===== src/rtl/fitness_sequencer.sv =====
// Fitness sequencer: drives all eight input vectors into a candidate 1-bit full
// adder, compares the responses with an internal reference and scores the result.
module fitness_sequencer #(
  parameter int SETTLE_CYCLES = 1
) (
  input  logic       clk,
  input  logic       rst,
  input  logic       start,
  output logic       dut_a,
  output logic       dut_b,
  output logic       dut_ci,
  input  logic       dut_sum,
  input  logic       dut_co,
  output logic       busy,
  output logic       done,
  output logic [4:0] fitness,
  output logic [7:0] pass_mask
);

  typedef enum logic [1:0] {IDLE, APPLY, SAMPLE, DONE} state_t;

  localparam logic [3:0] SETTLE_LAST = 4'(SETTLE_CYCLES - 1);

  state_t     state, state_nxt;
  logic [2:0] vec, vec_nxt;
  logic [3:0] cnt, cnt_nxt;
  logic [4:0] fitness_nxt;
  logic [7:0] mask_nxt;
  logic [2:0] drive_q, drive_nxt;
  logic       busy_nxt, done_nxt;
  logic       sum_exp, co_exp, sum_ok, co_ok;

  // Reference full adder for the vector currently driven.
  always_comb begin
    sum_exp = ^vec;
    co_exp  = (vec[2] & vec[1]) | (vec[2] & vec[0]) | (vec[1] & vec[0]);
    // Case equality so an X/Z response scores as a mismatch in simulation.
    sum_ok  = (dut_sum === sum_exp);
    co_ok   = (dut_co === co_exp);
  end

  always_comb begin
    // NOTE: every signal gets a default before the case so no path can infer a latch.
    state_nxt   = state;
    vec_nxt     = vec;
    cnt_nxt     = cnt;
    fitness_nxt = fitness;
    mask_nxt    = pass_mask;

    unique case (state)
      IDLE: begin
        if (start) begin
          state_nxt   = APPLY;
          vec_nxt     = 3'd0;
          cnt_nxt     = 4'd0;
          fitness_nxt = 5'd0;
          mask_nxt    = 8'd0;
        end
      end
      APPLY: begin
        cnt_nxt = cnt + 4'd1;
        if (cnt == SETTLE_LAST) state_nxt = SAMPLE;
      end
      SAMPLE: begin
        fitness_nxt   = fitness + 5'(sum_ok) + 5'(co_ok);
        mask_nxt[vec] = sum_ok & co_ok;
        if (vec == 3'd7) begin
          state_nxt = DONE;
        end else begin
          state_nxt = APPLY;
          vec_nxt   = vec + 3'd1;
          cnt_nxt   = 4'd0;
        end
      end
      DONE:    state_nxt = IDLE;
      default: state_nxt = IDLE;
    endcase
  end

  // Outputs are registered from the next state so they change cleanly on the edge.
  always_comb begin
    busy_nxt  = (state_nxt == APPLY) || (state_nxt == SAMPLE);
    done_nxt  = (state_nxt == DONE);
    drive_nxt = busy_nxt ? vec_nxt : 3'd0;
  end

  // NOTE: sequential state uses non-blocking assignments so all registers update together.
  always_ff @(posedge clk or negedge rst) begin
    if (!rst) begin
      state     <= IDLE;
      vec       <= 3'd0;
      cnt       <= 4'd0;
      fitness   <= 5'd0;
      pass_mask <= 8'd0;
      drive_q   <= 3'd0;
      busy      <= 1'b0;
      done      <= 1'b0;
    end else begin
      state     <= state_nxt;
      vec       <= vec_nxt;
      cnt       <= cnt_nxt;
      fitness   <= fitness_nxt;
      pass_mask <= mask_nxt;
      drive_q   <= drive_nxt;
      busy      <= busy_nxt;
      done      <= done_nxt;
    end
  end

  assign {dut_a, dut_b, dut_ci} = drive_q;

endmodule


===== config.mk =====
export PLATFORM = sky130hd
export DESIGN_NAME = fitness_sequencer
export DESIGN_NICKNAME = d
export VERILOG_FILES = /design/src/rtl/fitness_sequencer.sv
export SDC_FILE = /design/constraint.sdc
export NUM_CORES = 1
export LEC_CHECK = 0
export ABC_AREA = 1
export CORE_MARGIN = 1
export CORE_UTILIZATION = 29
export DETAILED_ROUTE_END_ITERATION = 8
export GPL_ROUTABILITY_DRIVEN = 0
export GPL_TIMING_DRIVEN = 0
export PLACE_DENSITY = 0.57
export SYNTH_ARGS = -nofsm -noshare
export SYNTH_HDL_FRONTEND = slang
export SYNTH_SLANG_ARGS = --single-unit

===== constraint.sdc =====
create_clock -name clk -period 2.5 [get_ports clk]
set_input_delay 0.375 -clock clk [delete_from_list [all_inputs] [get_ports clk]]
set_output_delay 0.375 -clock clk [all_outputs]
set_load 0.005 [all_outputs]

==> results by stage <==
Synth:
- The gate count of the mapped netlist is 165.
- The flip-flop and latch count after synthesis is 27.
- Synthesis instantiated 21 different standard cells from the library.
- The average size of a mapped cell is 8.44 um2.
- For this run, asynchronously set or reset flops after synthesis account for 100%.
- The number of synthesized flops with an enable pin is 0.
- Synthesis produced a netlist with a net count of 177.
- The synthesized design spends more area on one cell type than any other, namely dfrtp_1.
- After synthesis, flip-flops and latches occupy 48.5% of the total area.
- The post-synthesis cell area is 1390 um2.
- The Yosys step of the flow raised 0 warnings.
- In the post-synthesis netlist, the biggest area contributors are dfrtp_1, nand2_1, inv_1, ha_1, o21ai_0.
- The share of the synthesized area in the top cell type is 48.5%.
- The most used flip-flop cell after synthesis is dfrtp_1.

Global route:
- Global routing used 15.5% of the available met1 tracks.
- The most used routing layer is met2.
- The maximum number of pins on one net before global-route repair is 28.
- The number of global-route vias before repair is 1001.
- After global routing the overflow that remains totals 0.
- The total routing resource utilization after global routing is 11.5%.
- The initial antenna violation count is 0.
- The global routing usage on met3 is 3.66%.
- The global-route wire length before repair is 4.46 mm.
- For this run, global-route usage on met2 was measured as 17.1%.

STA:
- Setup total negative slack on the finished layout was measured at 0 ns.
- Setup violations remaining at the end of the flow were counted as 0.
- The max-slew violation count is 0.
- Timing would allow up to 448 MHz.
- Setup repair after global routing left no endpoint under its margin.
- The setup slack after layout is 0.270 ns.
- The maximum clock skew at final layout is 0.00298 ns.
- Measured against its own limit, the worst slew margin works out to 49.9%.
- At the pin with the least slew margin, the transition time is 0.749 ns.
- The final hold violation count is 0.
- The clock period could shrink to 2.23 ns.
- The share of the clock period used by the worst path after layout is 89.2%.

Floorplan:
- In this run the vertical extent of the chip is 71.3 um.
- The core box area is 4470 um2.
- The initial core utilization is 31.1%.
- The count of boundary I/O pins is 23.
- The width of the die is 71.3 um.
- The floorplan has 24 rows.
- The floorplan step defined a die boundary enclosing 5080 um2.

Cells and area:
- The final antenna diode count is 0.
- The count of placed standard cells in the final layout, fillers left out is 244.
- The area growth from synthesis to layout is 24.9%.
- Once layout is done, the placed cells without fillers occupy 1740 um2.
- The fill cell instance count of the final layout is 473.
- The number of nets in the finished design is 205.
- Cells fill 38.9% of the core in the end.
- In the final layout, the share of cells above drive strength 1 is 9.38%.

Worst hold path:
- The type of the tightest min-delay check is input pin to async pin.

CTS:
- In this run, post-CTS repair resized a total of 0 instances.
- The number of H-tree levels is 1.
- The number of buffers on the longest clock path is 2.
- The clock net sink count is 27.
- The clock-pin slew reported for the worst setup and hold paths after clock tree synthesis is 0.09 ns.
- Post-CTS timing repair inserted 0 buffers for setup.
- The TritonCTS clock tree is yes.
- Clock tree synthesis inserted a total of 3 buffers.
- CTS placed an instance of clkbuf_8 at the clock tree root.
- The clock insertion delay at the later pin of the skew report is 0.27 ns.
- The total of hold buffers inserted after clock tree synthesis is 0.

Worst setup path:
- The worst setup path is launched from a register.
- The setup slack on the worst flop-to-flop path is 0.27 ns.
- The worst setup path is captured at a register.
- Data on the critical path is required at its endpoint by 2.67 ns.
- The kind of critical path is register to register.
- In this run the worst path has a maximum fanout of 5.
- For the worst setup path, the data arrival time is 2.40 ns.

Route:
- The final layout contains routed wiring with a total length of 2.44 mm.
- The post-detailed-route count of antenna-violating nets is 0.
- Dividing the detail-routed wire length by the instance count gives 9.99 um.
- The via total after detailed routing is 1035.
- The residual DRC count is 2.
- Before antenna repair, the detailed router went through 6 iterations.
- After detailed routing, the number of vias per cell comes to 4.24.
- In this run, the number of DRC markers left after iteration 0 of detailed routing was 67.

Outcome:
- The flow ran to the end, but the final reports show violations.
- The final reports fail on DRC.

Pwr:
- The design internal power is 0.992 mW.
- The power share of the combinational group is 45.3%.
- In this run switching power makes up 40.3% of total power.
- The peak supply drop is 0.000475 V.
- The proportion of power drawn by the clock network is 14.7%.
- The part of the power in registers is 40.0%.
- In this run the power density over the cells is 955 nW/um2.
- The analysis attributes to cell leakage a power of 0.886 nW.
- The switching power summed over all nets is 0.669 mW.

Placement:
- Input and output buffers added on the ports amount to 22.
- The post-detailed-placement half-perimeter wirelength is 1.78 mm.
- The total cell area at the placement stage is 1680 um2.
- OpenSTA, run right after detailed placement, puts the worst setup slack at 0.257 ns.
- Once placement completed, the tool counted placed cells totaling 239.

Job:
- The tool flagged a number of max-cap violations equal to 0.
-- Yosys cell counts (3+ instances only) --
master   count
ha_1         5
nand2_1     53
nor2_1      13
nand3_1      8
inv_1       21
xnor2_1      3
o21ai_0     10
nand2_4      3
dfrtp_1     27
o21ai_1      6
-- cell type report --
type | count | area (um2) | share of cell area (%)
plain buffers | 1 | 11.3 | 0.647
repair buffers | 23 | 235 | 13.5
inverters | 23 | 86.3 | 4.96
clock inverters | 1 | 5.00 | 0.288
well taps | 52 | 65.1 | 3.74
clock buffers | 3 | 41.3 | 2.37
flip-flops and latches | 27 | 676 | 38.8
multi-input cells | 114 | 619 | 35.6
-- sequential cells by signal (all words and copies together) (netlist names) --
register / count
busy: 1
cnt: 4
done: 1
drive_q: 3
fitness: 5
pass_mask: 8
state: 2
vec: 3
-- per-layer routing --
metal | share of wire, % | routed length (um) | up-vias
li1 | - | - | 573
met1 | 54 | 1310 | 440
met2 | 41 | 998 | 20
met3 | 4.0 | 97 | 2
met4 | 1.4 | 34 | 0
met5 | 0 | 0 | -
-- per-stage QoR --
step           hold slack, ns  total power, mW
2_1_floorplan          0.0794             1.18
3_3_place_gp            0.526             1.43
3_5_place_dp            0.530             1.43
4_1_cts                 0.553             1.69
5_1_grt                 0.589             1.84
6_report                0.539             1.66
-- worst max-delay path, cell delays in order, from the launching register on --
cell	delay, ns
dfrtp_1	0.49
fa_1	0.52
xnor2_1	0.17
fa_1	0.45
ha_1	0.29
a22o_1	0.22
-- cells in the final DEF (no fill, tap or decap) --
cell type and count:
a21oi_1 1, a21oi_2 1, a22o_1 2, buf_6 1
buf_8 1, clkbuf_8 3, clkdlybuf4s50_1 22, clkinv_2 1
dfrtp_1 27, fa_1 2, ha_1 5, inv_1 21
inv_2 2, nand2_1 53, nand2_2 2, nand2_4 3
nand3_1 8, nand3_2 1, nand4_1 1, nor2_1 13
nor2_4 1, o21ai_0 10, o21ai_1 6, o21ai_2 2
xnor2_1 3
-- power by group through the flow --
stage	clock network, mW	registers (mW)	logic, mW
detailed placement	0	0.671	0.762
finish	0.244	0.664	0.753
CTS	0.258	0.666	0.769
floorplan	0	0.661	0.521
global route	0.276	0.689	0.874
global placement	0	0.673	0.756
-- cell families (layout without fill, tap and decap cells) --
group	count (synthesis)	count (layout)	share of synthesized area, %
buffers and inverters	24	51	7.01
DFF	27	27	48.5
and+or+nand+nor	82	82	26.0
xor gates and xnor gates	3	3	1.89
adders and majority gates	7	7	7.37
AOI/OAI and AO/OA	22	22	9.25
-- worst paths after layout --
kind	start	to	cells after the start
max	vec[0]	fitness[1]	5
min	rst	cnt[3]	1
max reg2reg	vec[0]	fitness[1]	5
min reg2reg	cnt[3]	cnt[3]	3
max in group asynchronous	rst	drive_q[0]	2
min in group clk	cnt[3]	cnt[3]	3
No activity file was read; power rests on OpenSTA's default activity.
